## src/rtl/branch_predictor.sv

```systemverilog
// Direct-mapped branch target buffer with 2-bit saturating counters.
// Combinational IF lookup; EX-stage training and a registered mispredict redirect.
module branch_predictor #(
  parameter int INDEX_BITS = 4
) (
  input  logic        CLK,
  input  logic        RESET,
  input  logic [31:0] IF_PC,
  output logic        PRED_TAKEN,
  output logic [31:0] PRED_TARGET,
  input  logic        EX_VALID,
  input  logic [31:0] EX_PC,
  input  logic        EX_IS_BRANCH,
  input  logic        EX_TAKEN,
  input  logic [31:0] EX_TARGET,
  input  logic        EX_PRED_TAKEN,
  input  logic [31:0] EX_PRED_TARGET,
  output logic        MISPREDICT,
  output logic [31:0] REDIRECT_PC
);

  localparam int TAG_BITS = 30 - INDEX_BITS;
  localparam int ENTRIES  = 1 << INDEX_BITS;

  logic [ENTRIES-1:0]               r_valid;
  logic [ENTRIES-1:0][1:0]          r_ctr;
  logic [ENTRIES-1:0][TAG_BITS-1:0] r_tag;
  logic [ENTRIES-1:0][31:0]         r_target;

  logic [INDEX_BITS-1:0] w_if_idx;
  logic [TAG_BITS-1:0]   w_if_tag;
  logic                  w_if_hit;
  logic [INDEX_BITS-1:0] w_ex_idx;
  logic [TAG_BITS-1:0]   w_ex_tag;
  logic                  w_ex_hit;
  logic                  w_br_miss;
  logic                  w_mispred;
  logic [31:0]           w_correct_pc;
  logic [1:0]            w_ctr_cur;

  // Lookup reads the pre-update table; there is deliberately no EX->IF bypass.
  assign w_if_idx    = IF_PC[INDEX_BITS+1:2];
  assign w_if_tag    = IF_PC[31:INDEX_BITS+2];
  assign w_if_hit    = r_valid[w_if_idx] && (r_tag[w_if_idx] == w_if_tag);
  assign PRED_TAKEN  = w_if_hit && r_ctr[w_if_idx][1];
  assign PRED_TARGET = w_if_hit ? r_target[w_if_idx] : 32'd0;

  assign w_ex_idx  = EX_PC[INDEX_BITS+1:2];
  assign w_ex_tag  = EX_PC[31:INDEX_BITS+2];
  assign w_ex_hit  = r_valid[w_ex_idx] && (r_tag[w_ex_idx] == w_ex_tag);
  assign w_ctr_cur = r_ctr[w_ex_idx];

  assign w_br_miss = (EX_TAKEN != EX_PRED_TAKEN) ||
                     (EX_TAKEN && EX_PRED_TAKEN && (EX_TARGET != EX_PRED_TARGET));
  // A non-branch that was predicted taken means fetch followed an aliased entry.
  assign w_mispred    = EX_VALID && (EX_IS_BRANCH ? w_br_miss : EX_PRED_TAKEN);
  assign w_correct_pc = (EX_TAKEN && EX_IS_BRANCH) ? EX_TARGET : (EX_PC + 32'd4);

  always_ff @(posedge CLK or posedge RESET) begin
    if (RESET) begin
      for (int i = 0; i < ENTRIES; i++) begin
        r_valid[i]  <= 1'b0;
        r_ctr[i]    <= 2'b01;
        r_tag[i]    <= '0;
        r_target[i] <= '0;
      end
      MISPREDICT  <= 1'b0;
      REDIRECT_PC <= 32'd0;
    end else begin
      MISPREDICT <= w_mispred;
      if (w_mispred) REDIRECT_PC <= w_correct_pc;
      if (EX_VALID) begin
        if (EX_IS_BRANCH) begin
          if (w_ex_hit) begin
            if (EX_TAKEN) begin
              if (w_ctr_cur != 2'b11) r_ctr[w_ex_idx] <= w_ctr_cur + 2'd1;
              r_target[w_ex_idx] <= EX_TARGET;
            end else if (w_ctr_cur != 2'b00) begin
              r_ctr[w_ex_idx] <= w_ctr_cur - 2'd1;
            end
          end else if (EX_TAKEN) begin
            r_valid[w_ex_idx]  <= 1'b1;
            r_tag[w_ex_idx]    <= w_ex_tag;
            r_target[w_ex_idx] <= EX_TARGET;
            r_ctr[w_ex_idx]    <= 2'b10;
          end
        end else if (w_ex_hit) begin
          r_valid[w_ex_idx] <= 1'b0;
        end
      end
    end
  end

endmodule

```

## config.mk

```make
export PLATFORM = sky130hd
export DESIGN_NAME = branch_predictor
export DESIGN_NICKNAME = d
export VERILOG_FILES = /design/src/rtl/branch_predictor.sv
export SDC_FILE = /design/constraint.sdc
export NUM_CORES = 2
export LEC_CHECK = 0
export BUFFER_PORTS_ARGS = -buffer_cell sky130_fd_sc_hd__buf_4
export CAP_MARGIN = 20
export CORE_ASPECT_RATIO = 0.6
export CORE_MARGIN = 2
export CORE_UTILIZATION = 60
export CTS_CLUSTER_DIAMETER = 200
export DETAILED_ROUTE_END_ITERATION = 7
export HOLD_SLACK_MARGIN = 0.03
export PLACE_DENSITY_LB_ADDON = 0.05
export SLEW_MARGIN = 10
export SYNTH_ARGS = -nofsm -noshare
export SYNTH_HDL_FRONTEND = slang
export SYNTH_SLANG_ARGS = --single-unit
```

## constraint.sdc

```tcl
create_clock -name CLK -period 54 [get_ports CLK]
set_clock_uncertainty 0.1 [all_clocks]
set_input_delay 8.1 -clock CLK [delete_from_list [all_inputs] [get_ports CLK]]
set_output_delay 8.1 -clock CLK [all_outputs]
set_load 0.01 [all_outputs]
```

==> impl_metrics.ini <==
[clocking]
ctsHoldBuffers = 0
cts_max_level = 3
root_buffer = clkbuf_16
clk_latency_ns = 0.70
post_cts_resized = 0
cts_buffer_depth = 3
clk_pin_slew_ns = 0.06
post_cts_buffers = 0
cts_made_buffers = 92
cts.sinks = 1009
cts_tree = yes

[synth]
synthesis.area_um2 = 51500
synth_seq_cells = 1009
yosys_warnings = 0
synth_nets = 3614
ys_seq_area_frac = 0.490
syn_area_per_cell_um2 = 14.8
ys_types = 68
syn-instance-count = 3473
ys.flop_type = dfrtp_1
synth-edff-count = 0
async_reset_ff_frac = 1.00

[worst_setup_path]
critPathMaxFanout = 67
crit_path_start = IF_PC[2]
arrival_ns = 13.31
start_kind = input pin
crit_slowest_cell = buf_4
slowest_delay_ns = 0.81
crit_chain = buf_8, buf_4, buf_4, mux4_2, nor2b_1, a211oi_1, a21oi_1, xnor2_1, nand4_1, nor4_1, nand4_1, buf_4, nor2b_1, buf_4
end_kind = output pin
critPathRequiredTime_ns = 45.80
worstSetupPathType = input pin to output pin
cp_top_family = buffers and inverters
r2r_start = r_tag[21]
crit_buf_inv = 5
crit_top_cell = buf_4

[layout]
fill_cells = 5900
drive_gt1_frac = 0.503
mostFrequentLayoutCells = dfrtp_1, mux2_2, mux4_2
nets = 3633
syn2layout_area_growth_pct = 10.3
utilization = 0.667
final_common_cell = dfrtp_1

[routing]
drtIter0Drc = 3328
dr.pass1.iters = 6
final_antenna_net_count = 0
viasPerCell = 6.93
wl_per_cell_um = 32.1
vias = 32689
drcViolationCount = 0
drt-total-wl_um = 151000

[timing]
finalCriticalPeriod_ns = 21.51
hold_violations = 0
finalCritPeriodShare = 0.398
slew_violations = 0
rsz0062_at_grt = no
worstMarginPinSlew_ns = 1.06
fmax_mhz = 46.5
setup_viol = 0
slew_headroom = 0.292
fin_setup_tns_ns = 0

[flow_run]
drv_cap = 0

[global_routing]
grt_pass1_wl_um = 225000
grt_max_degree = 186
grt-ovfl-total = 0
grtUsageTotal = 0.349
grt_pass1_vias = 33677
antenna_found_initial = 5

[floorplan]
core_area_um2 = 85300
start_util = 0.604
io_pins = 200
num_rows = 83
die_w_um = 382
die-area_um2 = 88300
die_y_um = 231

[placement]
io_buffers = 197
place_congestion = 0.910
hpwl_um = 91900

[power_and_ir_drop]
p_int_mw = 1.42
switchingPower_mw = 0.511
ir_drop_mv = 0.0222
swShare = 0.264
clkPwrFrac = 0.357
combPwrFrac = 0.166
power_density_nw_per_um2 = 34.0
seqPwrFrac = 0.477
total_leakage_power_nw = 25.6

[run_status]
status = finished, final reports clean

[min_path]
hold_start = REDIRECT_PC[14]
min_path_type = flip-flop to flip-flop
## cell families (layout without fill, tap and decap cells)
family / count (synthesis) / after routing / synth area share
simple gates: 338 / 338 / 0.0340
buf+inv: 386 / 482 / 0.0339
compound gates: 234 / 234 / 0.0302
xor+xnor: 104 / 104 / 0.0177
fa+ha+maj: 7 / 7 / 0.00170
other cells: 0 / 3 / 0
mux: 1395 / 1395 / 0.392
flops: 1009 / 1009 / 0.490
## synthesized netlist by cell type (all sizes together), types with 41 or more instances
cell	instances	share of area
dfrtp	993	0.48
mux2i	64	0.012
o21ai	81	0.0079
mux2	931	0.20
nand2	91	0.0066
clkbuf	226	0.016
nor2	96	0.0072
buf	120	0.015
xor2	64	0.011
nor2b	41	0.0050
mux4	400	0.17
## layer usage
layer / GRT usage / share of wire
met5: 0 / 0.000079
met4: 0.0988 / 0.029
met3: 0.104 / 0.10
met2: 0.504 / 0.44
met1: 0.519 / 0.42
## flip-flops by register name, summed over array words and instances (netlist names), named ones only
register,count
r_target,512
MISPREDICT,1
REDIRECT_PC,32
r_ctr,32
r_tag,416
## final timing paths
check	to	slack, ns	cells past startpoint
max	PRED_TARGET[12]	32.49	14
min	REDIRECT_PC[14]	0.39	2
max reg2reg	r_ctr[22]	49.25	9
min reg2reg	REDIRECT_PC[14]	0.39	2
max in group asynchronous	r_target[128]	42.79	7
min in group asynchronous	r_tag[93]	7.50	2
## power groups by stage
| stage | Sequential [mW] | Combinational, mW | Clock, mW |
|---|---|---|---|
| after floorplan | 0.912 | 0.236 | 0 |
| after global placement | 0.921 | 0.307 | 0 |
| after detailed placement | 0.933 | 0.318 | 0 |
| after CTS | 0.919 | 0.319 | 0.696 |
| after global routing | 0.932 | 0.342 | 0.729 |
| final | 0.922 | 0.321 | 0.689 |
## worst register-to-register path: cells and delay by family (launching register included)
family | cells | cell delay, ns
muxes | 2 | 1.06
DFF | 1 | 0.40
and+or+nand+nor | 3 | 1.20
xor gates and xnor gates | 1 | 0.19
buffers and inverters | 1 | 0.74
AOI/OAI and AO/OA | 2 | 0.98
## per-stage QoR
stage	area (um^2)	cells	total power [mW]	hold WS (ns)	setup WS (ns)
CTS	56700	4711	1.93	0.389	32.45
floorplan	51500	3473	1.15	0.361	17.44
detailed placement	53600	4540	1.25	0.374	32.45
global route	56800	4718	2.00	0.409	32.19
finish	56800	4719	1.93	0.387	32.49
global placement	53600	4539	1.23	0.371	32.48
## final cells by class
class,count,area [um^2],area share
inverter,40,158,0.00277
clock inverter,34,480,0.00845
tap,1147,1440,0.0252
clock buffer,137,2670,0.0470
sequential,1009,25300,0.445
multi-input combinational,2078,24700,0.434
timing repair buffer,271,2170,0.0381
antenna,3,7.51,0.000132
No activity file was read; power rests on OpenSTA's default activity.
